**src/rtl/signal_diffuser_pkg.sv**
```systemverilog
// Shared constants and FSM state type for the pheromone diffusion sweep.
// Grid geometry defaults match a 640x480 playfield quantised to 4x4 cells.
package signal_diffuser_pkg;

   localparam int GRID_W       = 160;
   localparam int GRID_H       = 120;
   localparam int X_bits       = 8;
   localparam int Y_bits       = 7;
   localparam int SIGNAL_bits  = 8;
   localparam int SIGNAL_DECAY = 1;

   typedef enum logic [1:0] {
      ST_IDLE,
      ST_SWEEP,
      ST_DRAIN,
      ST_DONE
   } diff_state_t;

endpackage

```
**src/rtl/signal_diffuser_if.sv**
```systemverilog
// Control, lookup and write-back signals between the diffuser (master) and
// the environment / sim controller side (slave).
interface signal_diffuser_if
   import signal_diffuser_pkg::*;
#(
   parameter int XB = X_bits,
   parameter int YB = Y_bits,
   parameter int SB = SIGNAL_bits
);
   logic          start;
   logic          busy;
   logic          done;
   logic [XB-1:0] rd_x;
   logic [YB-1:0] rd_y;
   logic [SB-1:0] rd_signal;
   logic          wr_flag;
   logic          wr_ready;
   logic [XB-1:0] wr_x;
   logic [YB-1:0] wr_y;
   logic [SB-1:0] wr_signal;

   modport master (
      input  start, rd_signal, wr_ready,
      output busy, done, rd_x, rd_y, wr_flag, wr_x, wr_y, wr_signal
   );

   modport slave (
      output start, rd_signal, wr_ready,
      input  busy, done, rd_x, rd_y, wr_flag, wr_x, wr_y, wr_signal
   );
endinterface

```
**src/rtl/signal_diffuser_line_buffer.sv**
```systemverilog
// One grid row of signal values, indexed by column: combinational read of the
// old value and write of the new one at the same index, gated by en.
module signal_line_buffer
   import signal_diffuser_pkg::*;
#(
   parameter int DEPTH = GRID_W,
   parameter int WIDTH = SIGNAL_bits,
   parameter int AW    = (DEPTH > 1) ? $clog2(DEPTH) : 1
) (
   input  logic             clk,
   input  logic             en,
   input  logic [AW-1:0]    idx,
   input  logic [WIDTH-1:0] wr_data,
   output logic [WIDTH-1:0] rd_data
);
   logic [WIDTH-1:0] mem [DEPTH];

   assign rd_data = mem[idx];

   always_ff @(posedge clk) begin
      if (en) mem[idx] <= wr_data;
   end
endmodule

```
**src/rtl/signal_diffuser.sv**
```systemverilog
// Between game ticks, raster-sweeps the pheromone grid and writes back each cell
// as max(center, neighbour average) minus a saturating decay (Jacobi update).
//
//   state    | meaning
//   ---------+--------------------------------------------------------------
//   ST_IDLE  | waiting for start; scan counters parked at (0,0)
//   ST_SWEEP | issuing one scan position per unstalled cycle
//   ST_DRAIN | all positions issued, waiting for the last write to leave
//   ST_DONE  | one-cycle done pulse, then back to idle
module signal_diffuser #(
   parameter int GRID_W       = signal_diffuser_pkg::GRID_W,
   parameter int GRID_H       = signal_diffuser_pkg::GRID_H,
   parameter int X_bits       = signal_diffuser_pkg::X_bits,
   parameter int Y_bits       = signal_diffuser_pkg::Y_bits,
   parameter int SIGNAL_bits  = signal_diffuser_pkg::SIGNAL_bits,
   parameter int SIGNAL_DECAY = signal_diffuser_pkg::SIGNAL_DECAY
) (
   input  logic              newLocClock,
   input  logic              RESET_SIM,
   signal_diffuser_if.master bus
);
   import signal_diffuser_pkg::*;

   localparam int SW    = SIGNAL_bits + 3;
   localparam int LB_AW = (GRID_W > 1) ? $clog2(GRID_W) : 1;
   localparam logic [X_bits-1:0]      LAST_X = X_bits'(GRID_W);
   localparam logic [Y_bits-1:0]      LAST_Y = Y_bits'(GRID_H);
   localparam logic [SIGNAL_bits-1:0] DECAY  = SIGNAL_bits'(SIGNAL_DECAY);

   diff_state_t            state;
   logic [X_bits-1:0]      sx, s1_x, s2_x, rd_x_q, wr_x_q;
   logic [Y_bits-1:0]      sy, s1_y, s2_y, rd_y_q, wr_y_q;
   logic                   s1_v, s2_v, busy_q, done_q, wr_flag_q, stall_q;
   logic [SIGNAL_bits-1:0] wr_signal_q, rd_hold;
   logic [SIGNAL_bits-1:0] c0_t, c0_m, c0_b, c1_t, c1_m, c1_b;

   logic                   stall, issue, last_pos, pos_phantom;
   logic                   ph_col, ph_row, left_ok, wr_en, lb_en;
   logic [SIGNAL_bits-1:0] data_in, n_top, n_mid, n_bot, lb_a_rd, lb_b_rd;
   logic [SIGNAL_bits-1:0] avg, m, new_val;
   logic [SW-1:0]          sum;
   logic [LB_AW-1:0]       lb_idx;

   assign stall       = wr_flag_q && !bus.wr_ready;
   assign issue       = (state == ST_IDLE && bus.start) || (state == ST_SWEEP && !stall);
   assign last_pos    = (sx == LAST_X) && (sy == LAST_Y);
   assign pos_phantom = (sx == LAST_X) || (sy == LAST_Y);

   // While stalled, rd_signal follows the held rd_x (one position ahead), so
   // the word belonging to stage 2 is captured on the first stall cycle.
   assign data_in = stall_q ? rd_hold : bus.rd_signal;

   always_comb begin
      ph_col  = (s2_x == LAST_X);
      ph_row  = (s2_y == LAST_Y);
      left_ok = (s2_x >= X_bits'(2));
      n_bot   = (ph_col || ph_row) ? '0 : data_in;
      n_mid   = (!ph_col && s2_y != '0) ? lb_a_rd : '0;
      n_top   = (!ph_col && s2_y >= Y_bits'(2)) ? lb_b_rd : '0;
      sum     = SW'(c1_t) + SW'(c1_b) + SW'(n_top) + SW'(n_mid) + SW'(n_bot);
      if (left_ok) sum = sum + SW'(c0_t) + SW'(c0_m) + SW'(c0_b);
      avg     = SIGNAL_bits'(sum >> 3);
      m       = (c1_m > avg) ? c1_m : avg;
      new_val = (m >= DECAY) ? m - DECAY : '0;
      wr_en   = s2_v && (s2_x != '0) && (s2_y != '0);
      lb_en   = !stall && s2_v && !ph_col;
      lb_idx  = ph_col ? '0 : s2_x[LB_AW-1:0];
   end

   signal_line_buffer #(.DEPTH(GRID_W), .WIDTH(SIGNAL_bits), .AW(LB_AW)) u_lb_prev (
      .clk(newLocClock), .en(lb_en), .idx(lb_idx), .wr_data(n_bot), .rd_data(lb_a_rd)
   );

   signal_line_buffer #(.DEPTH(GRID_W), .WIDTH(SIGNAL_bits), .AW(LB_AW)) u_lb_prev2 (
      .clk(newLocClock), .en(lb_en), .idx(lb_idx), .wr_data(lb_a_rd), .rd_data(lb_b_rd)
   );

   always_ff @(posedge newLocClock) begin
      if (RESET_SIM) begin
         state       <= ST_IDLE;
         sx          <= '0;
         sy          <= '0;
         s1_v        <= 1'b0;
         s1_x        <= '0;
         s1_y        <= '0;
         s2_v        <= 1'b0;
         s2_x        <= '0;
         s2_y        <= '0;
         rd_x_q      <= '0;
         rd_y_q      <= '0;
         wr_x_q      <= '0;
         wr_y_q      <= '0;
         wr_signal_q <= '0;
         wr_flag_q   <= 1'b0;
         busy_q      <= 1'b0;
         done_q      <= 1'b0;
         stall_q     <= 1'b0;
         rd_hold     <= '0;
         {c0_t, c0_m, c0_b, c1_t, c1_m, c1_b} <= '0;
      end else begin
         stall_q <= stall;
         if (!stall_q) rd_hold <= bus.rd_signal;

         case (state)
            ST_IDLE: begin
               if (bus.start) begin
                  state  <= ST_SWEEP;
                  busy_q <= 1'b1;
               end
            end
            ST_SWEEP: begin
               if (!stall && last_pos) state <= ST_DRAIN;
            end
            ST_DRAIN: begin
               if (!stall && !s1_v && !s2_v) begin
                  state  <= ST_DONE;
                  busy_q <= 1'b0;
                  done_q <= 1'b1;
               end
            end
            ST_DONE: begin
               state  <= ST_IDLE;
               done_q <= 1'b0;
            end
            default: state <= ST_IDLE;
         endcase

         if (!stall) begin
            s1_v <= issue;
            if (issue) begin
               s1_x <= sx;
               s1_y <= sy;
               if (!pos_phantom) begin
                  rd_x_q <= sx;
                  rd_y_q <= sy;
               end
               if (sx == LAST_X) begin
                  sx <= '0;
                  sy <= (sy == LAST_Y) ? '0 : sy + Y_bits'(1);
               end else begin
                  sx <= sx + X_bits'(1);
               end
            end

            s2_v <= s1_v;
            s2_x <= s1_x;
            s2_y <= s1_y;

            if (s2_v) begin
               {c0_t, c0_m, c0_b} <= {c1_t, c1_m, c1_b};
               {c1_t, c1_m, c1_b} <= {n_top, n_mid, n_bot};
            end

            wr_flag_q <= wr_en;
            if (wr_en) begin
               wr_x_q      <= s2_x - X_bits'(1);
               wr_y_q      <= s2_y - Y_bits'(1);
               wr_signal_q <= new_val;
            end
         end
      end
   end

   assign bus.busy      = busy_q;
   assign bus.done      = done_q;
   assign bus.rd_x      = rd_x_q;
   assign bus.rd_y      = rd_y_q;
   assign bus.wr_flag   = wr_flag_q;
   assign bus.wr_x      = wr_x_q;
   assign bus.wr_y      = wr_y_q;
   assign bus.wr_signal = wr_signal_q;
endmodule
```
**src/flat_wrapper.sv**
```systemverilog
// flat-port wrapper written by rule: the top's interface ports become plain ports
module signal_diffuser_flat import signal_diffuser_pkg::*;
#(
   parameter int GRID_W       = signal_diffuser_pkg::GRID_W,
   parameter int GRID_H       = signal_diffuser_pkg::GRID_H,
   parameter int X_bits       = signal_diffuser_pkg::X_bits,
   parameter int Y_bits       = signal_diffuser_pkg::Y_bits,
   parameter int SIGNAL_bits  = signal_diffuser_pkg::SIGNAL_bits,
   parameter int SIGNAL_DECAY = signal_diffuser_pkg::SIGNAL_DECAY
)
  (newLocClock, RESET_SIM, bus_start, bus_rd_signal, bus_wr_ready, bus_busy, bus_done, bus_rd_x, bus_rd_y, bus_wr_flag, bus_wr_x, bus_wr_y, bus_wr_signal);
  signal_diffuser_if bus_i ();
  input  logic newLocClock;
  input  logic RESET_SIM;
  input wire logic [$bits(bus_i.start)-1:0] bus_start;
  input wire logic [$bits(bus_i.rd_signal)-1:0] bus_rd_signal;
  input wire logic [$bits(bus_i.wr_ready)-1:0] bus_wr_ready;
  output wire logic [$bits(bus_i.busy)-1:0] bus_busy;
  output wire logic [$bits(bus_i.done)-1:0] bus_done;
  output wire logic [$bits(bus_i.rd_x)-1:0] bus_rd_x;
  output wire logic [$bits(bus_i.rd_y)-1:0] bus_rd_y;
  output wire logic [$bits(bus_i.wr_flag)-1:0] bus_wr_flag;
  output wire logic [$bits(bus_i.wr_x)-1:0] bus_wr_x;
  output wire logic [$bits(bus_i.wr_y)-1:0] bus_wr_y;
  output wire logic [$bits(bus_i.wr_signal)-1:0] bus_wr_signal;
  assign bus_i.start = bus_start;
  assign bus_i.rd_signal = bus_rd_signal;
  assign bus_i.wr_ready = bus_wr_ready;
  assign bus_busy = bus_i.busy;
  assign bus_done = bus_i.done;
  assign bus_rd_x = bus_i.rd_x;
  assign bus_rd_y = bus_i.rd_y;
  assign bus_wr_flag = bus_i.wr_flag;
  assign bus_wr_x = bus_i.wr_x;
  assign bus_wr_y = bus_i.wr_y;
  assign bus_wr_signal = bus_i.wr_signal;
  signal_diffuser #(.GRID_W(GRID_W), .GRID_H(GRID_H), .X_bits(X_bits), .Y_bits(Y_bits), .SIGNAL_bits(SIGNAL_bits), .SIGNAL_DECAY(SIGNAL_DECAY)) u_core (.newLocClock(newLocClock), .RESET_SIM(RESET_SIM), .bus(bus_i));
endmodule
```
**config.mk**
```make
export PLATFORM = sky130hd
export DESIGN_NAME = signal_diffuser_flat
export DESIGN_NICKNAME = d
export VERILOG_FILES = /design/src/rtl/signal_diffuser_pkg.sv /design/src/rtl/signal_diffuser_if.sv /design/src/rtl/signal_diffuser_line_buffer.sv /design/src/rtl/signal_diffuser.sv /design/src/flat_wrapper.sv
export SDC_FILE = /design/constraint.sdc
export NUM_CORES = 2
export LEC_CHECK = 0
export ABC_CLOCK_PERIOD_IN_PS = 20200
export CORE_AREA = 2 2 482 484
export DETAILED_ROUTE_END_ITERATION = 10
export DIE_AREA = 0 0 484 486
export PLACE_DENSITY_LB_ADDON = 0.08
export SLEW_MARGIN = 0
export SYNTH_ARGS = -nofsm -noshare
export SYNTH_HDL_FRONTEND = slang
export SYNTH_SLANG_ARGS = --single-unit
```
**constraint.sdc**
```tcl
create_clock -name newLocClock -period 20.2 [get_ports newLocClock]
set_input_delay 6.06 -clock newLocClock [delete_from_list [all_inputs] [get_ports newLocClock]]
set_output_delay 6.06 -clock newLocClock [all_outputs]
set_load 0.05 [all_outputs]
```
Word-level counts from Yosys, hierarchy flattened
Memory sizes are Yosys's and may differ from the RTL's.
Cells that the tools add are included.
- register bits: 147
- bits in writable memories: 2560
- input bits: 12
- output and inout port bits: 41
- memories kept: 2
- $add $sub $neg: 12
- magnitude comparators: 4
- eq/ne operators: 10
- multiplexer cells: 21
- bitwise logic cells: 2
- reductions and logical operators: 34
- memory list (memory ; words ; width ; read ports ; clocked after Yosys merged registers in ; wr ports ; line ; text):
    u_core.u_lb_prev.mem ; 160 ; 8 ; 1 ; 0 ; 1 ; signal_diffuser_line_buffer.sv:16 ; logic [WIDTH-1:0] mem [DEPTH];
    u_core.u_lb_prev2.mem ; 160 ; 8 ; 1 ; 0 ; 1 ; signal_diffuser_line_buffer.sv:16 ;
- operators with widths (operator ; number):
    $add A11 B8 Y11 ; 6
    $mux W8 ; 8
    $eq A8 B8 Y1 const B ; 2
    $sub A8 B1 Y8 const B ; 2
    $eq A7 B7 Y1 const B ; 2
    $logic_and A1 B1 Y1 ; 13
    $reduce_and A3 Y1 ; 4
    $mux W11 ; 1
    $add A8 B8 Y9 ; 1
    $add A8 B1 Y8 const B ; 1
    $ge A8 B1 Y1 const B ; 1
    $ge A8 B2 Y1 const B ; 1
    $gt A8 B8 Y1 ; 1
    $pmux W2 S4 ; 1
    $reduce_and A2 Y1 ; 4
    $reduce_bool A8 Y1 ; 1
    $add A7 B1 Y7 const B ; 1
    $ge A7 B2 Y1 const B ; 1
    $mux W7 ; 1
    $reduce_bool A7 Y1 ; 1
    $sub A7 B1 Y7 const B ; 1
    $mux W2 ; 3
    $logic_not A1 Y1 ; 5
    $mux W1 ; 5
    other kinds (9) ; 16

Logic depth before layout (Yosys ltp)
- depth in word-level cells: 15
- gate-level depth with buffers: 51
- gate-level depth less buffers: 38

Hierarchy
From an unflattened synthesis, not the netlist that was laid out.
- cell total of the unflattened synthesis: 5700
- area, all modules: 107316.7 sq um
- modules (own cells, without submodules) (module ; times used ; cells an instance ; area each (sq um) ; sequential area each (sq um)):
    signal_line_buffer ; 2 ; 2363 ; 49652.6 ; 38436.9
    signal_diffuser ; 1 ; 974 ; 8011.4 ; 2942.8

Worst setup path before layout
No wires, ideal clock.
- path kind: input -> register
- start: input port bus_rd_signal[2]
- end: register u_core.wr_signal_q[6], in the netlist u_core.bus.wr_signal[6]
- setup time: 0.070 ns
- arrival time: 17.024 ns
- data required time: 20.130 ns
- path slack: 3.106 ns
- stages on the path: 29
- path through: mux2i_1 nor2_1 fa_1 fa_1 ha_1 a211oi_1 o21ai_0 a21o_1 and2_1 fa_1 inv_1 fa_1 inv_1 ha_1 a21o_1 a21o_1 a21o_1 a41oi_1 xor2_1 ha_1 and4_1 a21boi_0 a22oi_1 clkbuf_1 o31ai_1 o22ai_1 nand4_1 or3b_1 a21oi_1
- longest elaborated chain between the ends: 11
- RTL lines (what ; line ; text):
    from (decl) ; flat_wrapper.sv:16 ; input wire logic [$bits(bus_i.rd_signal)-1:0] bus_rd_signal;
    $mux W8 (*) ; signal_diffuser.sv:51 ; assign data_in = stall_q ? rd_hold : bus.rd_signal;
    $mux W8 (*) ; signal_diffuser.sv:57 ; n_bot = (ph_col || ph_row) ? '0 : data_in;
    named net u_core.n_bot[2] ; signal_diffuser.sv:39 ; logic [SIGNAL_bits-1:0] data_in, n_top, n_mid, n_bot, lb_a_rd, lb_b_rd;
    $add A11 B8 Y11 (*) ; signal_diffuser.sv:60 ; sum = SW'(c1_t) + SW'(c1_b) + SW'(n_top) + SW'(n_mid) + SW'(n_bot);
    $add A11 B8 Y11 (3 in series) ; signal_diffuser.sv:61 ; if (left_ok) sum = sum + SW'(c0_t) + SW'(c0_m) + SW'(c0_b);
    $mux W11 (*) ; signal_diffuser.sv:61 ;
    $gt A8 B8 Y1 ; signal_diffuser.sv:63 ; m = (c1_m > avg) ? c1_m : avg;
    $mux W8 (*) ; signal_diffuser.sv:63 ;
    $sub A8 B1 Y8 or $ge A8 B1 Y1 (tied branches) ; signal_diffuser.sv:64 ; new_val = (m >= DECAY) ? m - DECAY : '0;
    $mux W8 (*) ; signal_diffuser.sv:64 ;
    to (signal assigned) ; signal_diffuser.sv:158 ; wr_signal_q <= new_val;
    to (decl) ; signal_diffuser.sv:34 ; logic [SIGNAL_bits-1:0] wr_signal_q, rd_hold;
Mark *: on every way through the listed nets, which the timed path passes. The rest lies on a longest branch.
A chain may end at the register's enable or synchronous reset.

Worst setup path after layout
- start: register u_core.s2_x[1]
- end: register u_core.wr_signal_q[6], in the netlist u_core.bus.wr_signal[6]
- RTL lines (what ; line ; text):
    from (decl) ; signal_diffuser.sv:31 ; logic [X_bits-1:0] sx, s1_x, s2_x, rd_x_q, wr_x_q;
    from (signal assigned) ; signal_diffuser.sv:87 ; s2_x <= '0;
    from (signal assigned) ; signal_diffuser.sv:146 ; s2_x <= s1_x;
    $eq A8 B8 Y1 ; signal_diffuser.sv:54 ; ph_col = (s2_x == LAST_X);
    $mux W8 or $logic_not A1 Y1 (tied branches) ; signal_diffuser.sv:67, signal_diffuser.sv:58 ;
    $mem_v2 Z160 W8 or $logic_and A1 B1 Y1 (tied branches) ; n/a ;
    $mux W8 (*) ; signal_diffuser.sv:58 ; n_mid = (!ph_col && s2_y != '0) ? lb_a_rd : '0;
    named net u_core.n_mid[2] ; signal_diffuser.sv:39 ;
    $add A11 B8 Y11 (*) (2 in series) ; signal_diffuser.sv:60 ;
    $add A11 B8 Y11 (3 in series) ; signal_diffuser.sv:61 ;
    $mux W11 (*) ; signal_diffuser.sv:61 ;
    $gt A8 B8 Y1 ; signal_diffuser.sv:63 ;
    $mux W8 (*) ; signal_diffuser.sv:63 ;
    $sub A8 B1 Y8 or $ge A8 B1 Y1 (tied branches) ; signal_diffuser.sv:64 ;
    $mux W8 (*) ; signal_diffuser.sv:64 ;
Marks and branches as above.

==> qor.yml <==
global_routing:
  grt_max_degree: 163
  grt_busiest_layer: "met2"
  grt-ovfl-total: 0
  grt_pass1_vias: 69000
  grt_use_met3_pct: 10.7
  grt_usage_pct: 35.8
  use_met2_pct: 52.2
  grt_pass1_wl_um: 583000
  antenna_found_initial: 26
  grt_util_met1_pct: 48.8
layout:
  syn2layout_area_growth_pct: 13.4
  final_area_mm2: 0.125
  top_regs: "u_core.u_lb_prev.mem: 1280 flops, u_core.u_lb_prev2.mem: 1280 flops"
  final_net_count: 7551
  most-common-layout-cells: "edfxtp_1 (2560), nand2_1 (472), a21oi_1 (407), mux2i_1 (393), buf_4 (365)"
  utilization_pct: 54.4
  final_common_cell: "edfxtp_1"
  drive_gt1_share_pct: 14.8
timing:
  max_freq_mhz: 67.5
  whs_ns: 0.439
  rsz0062_at_grt: "no"
  slew_viol_final: 4
  setup_tns_ns: 0
  period_needed_ns: 14.81
  finalHoldViolCount: 0
  min_period_over_period_pct: 73.3
  setup_viol_count_final: 0
  skew_ns: 0.0714
  worst_pin_slew_ns: 1.64
  slew_headroom_pct: -9.60
clocking:
  htree_num_levels: 5
  root_buffer: "clkbuf_16"
  cts-buffers-inserted: 303
  clkSinkCount: 2707
  cts-resized-gates: 0
  postCtsSetupRepairBufs: 0
  cts.reportedPaths.clkPinSlew_ns: 0.06
  clock_path_buffers: 4
  tritoncts: "yes"
  worstSkewPairLatency_ns: 0.97
  cts_hold_buf: 0
synthesis:
  synth_area_per_cell_um2: 15.2
  syn_inst: 7235
  synthArstFlopShare_pct: 0
  synthDistinctLibCells: 102
  synth_edf_count: 2560
  synth_nets: 7329
  yosysWarnings: 0
  ys_seq_area_share_pct: 72.5
  synthFlopType: "edfxtp_1"
  ys_ff_latch: 2707
  netlist_area_mm2: 0.110
routing:
  wl_per_cell_um: 39.9
  postRouteAntennaNets: 0
  dr.pass1.iters: 7
  drc: 0
  drt_first_iter_violations: 11900
  vias_per_cell: 6.87
  num_vias: 73700
  wl_um: 428000
status:
  violations: "capacitance limit, slew limit"
  status: "finished, violations left"
floorplan:
  die-width_um: 484
  die_h_um: 486
  pin_count: 53
  die_area_mm2: 0.235
  num_rows: 176
  initial_core_util_pct: 48.0
  coreArea_mm2: 0.229
place:
  place_area_mm2: 0.116
  io_buffer_count: 52
  place_hpwl_um: 251000
  gp_congestion: 0.929
critical_path:
  crit_slowest_cell: "o221ai_1"
  critical_path.top_delay_family: "compound AO/OA/AOI/OAI gates"
  critPathKind: "register to register"
  end_kind: "register"
  max_stage_delay_ns: 1.07
  worst_ep_required_time_ns: 21.10
  startpoint_type: "register"
  critPathMostFrequentCell: "buf_4"
  critPathBufInv: 8
  cp_max_fo: 52
  arrival_ns: 15.70
hold_path:
  worstHoldPathType: "register to register"
pwr:
  p_leak_nw: 38.8
  power_density_mw_per_mm2: 104
  vdd_drop_max_mv: 0.0766
flow_run:
  cap_violations: 1
-- cell type report --
type / instances / area, µm²
fill: 18700 / 105000
sequential: 2707 / 79800
multi-input combinational: 3895 / 28000
clock buffer: 399 / 8150
tap: 3026 / 3790
timing repair buffer: 432 / 3570
clock inverter: 128 / 915
inverter: 118 / 480
antenna: 20 / 50.0
-- logic make-up (layout without fill, tap and decap cells) --
| logic type | Yosys count | in the layout | synth area share, % |
|---|---|---|---|
| other | 0 | 20 | 0 |
| AOI/OAI and AO/OA | 1920 | 1920 | 12.4 |
| and+or+nand+nor | 1282 | 1282 | 5.21 |
| adders and majority gates | 82 | 82 | 1.15 |
| muxes | 580 | 580 | 5.89 |
| buffers and inverters | 633 | 1077 | 2.65 |
| xor gates and xnor gates | 31 | 31 | 0.247 |
| DFF | 2707 | 2707 | 72.5 |
-- cell usage after synthesis, drive strengths merged (58+ instances only) --
master	number	share of area, %
o2bb2ai	75	0.60
inv	118	0.40
a221o	59	0.54
o221ai	105	0.84
mux2	147	1.5
nor3	58	0.26
clkbuf	183	0.62
edfxtp	2560	70
a211oi	109	0.75
buf	332	1.6
nand2	477	1.6
mux2i	393	3.6
dfxtp	147	2.7
o21ai	294	1.4
nor2	412	1.4
o22ai	105	0.60
a22oi	89	0.61
nand3	99	0.45
o211ai	69	0.47
a21oi	414	1.9
a221oi	195	1.6
-- routing by layer --
metal	vias to the layer above	wire, µm
met4	18	24500
met3	1030	56700
met1	38000	162000
met2	5379	185000
li1	29300	-
met5	-	112
-- worst paths after layout --
kind	from	end	slack [ns]	cells past startpoint
min	u_core.s1_y[4]	u_core.s2_y[4]	0.44	2
max	u_core.s2_x[1]	u_core.bus.wr_signal[6]	5.39	41
max reg2reg	u_core.s2_x[1]	u_core.bus.wr_signal[6]	5.39	41
min reg2reg	u_core.s1_y[4]	u_core.s2_y[4]	0.44	2
-- power by group --
group / total, mW / internal [mW] / switching, mW
clock network: 5.19 / 2.98 / 2.21
registers: 6.36 / 6.35 / 0.0148
logic: 1.43 / 0.322 / 1.11
-- worst min-delay path, delay by kind of cell, from the launching register on --
kind | cells | cell delay (ns)
DFF | 1 | 0.31
AOI/OAI and AO/OA | 1 | 0.05
and+or+nand+nor | 1 | 0.05
-- through the flow --
stage / std cells / power (mW) / setup WS [ns]
after floorplan: 7235 / 7.27 / 3.11
after global placement: 10200 / 7.86 / 4.64
after detailed placement: 10200 / 7.87 / 4.52
after CTS: 10700 / 13.0 / 5.53
after global routing: 10700 / 13.3 / 4.66
final: 10700 / 13.0 / 5.39
Note: power is estimated with default switching activity, not from simulation.
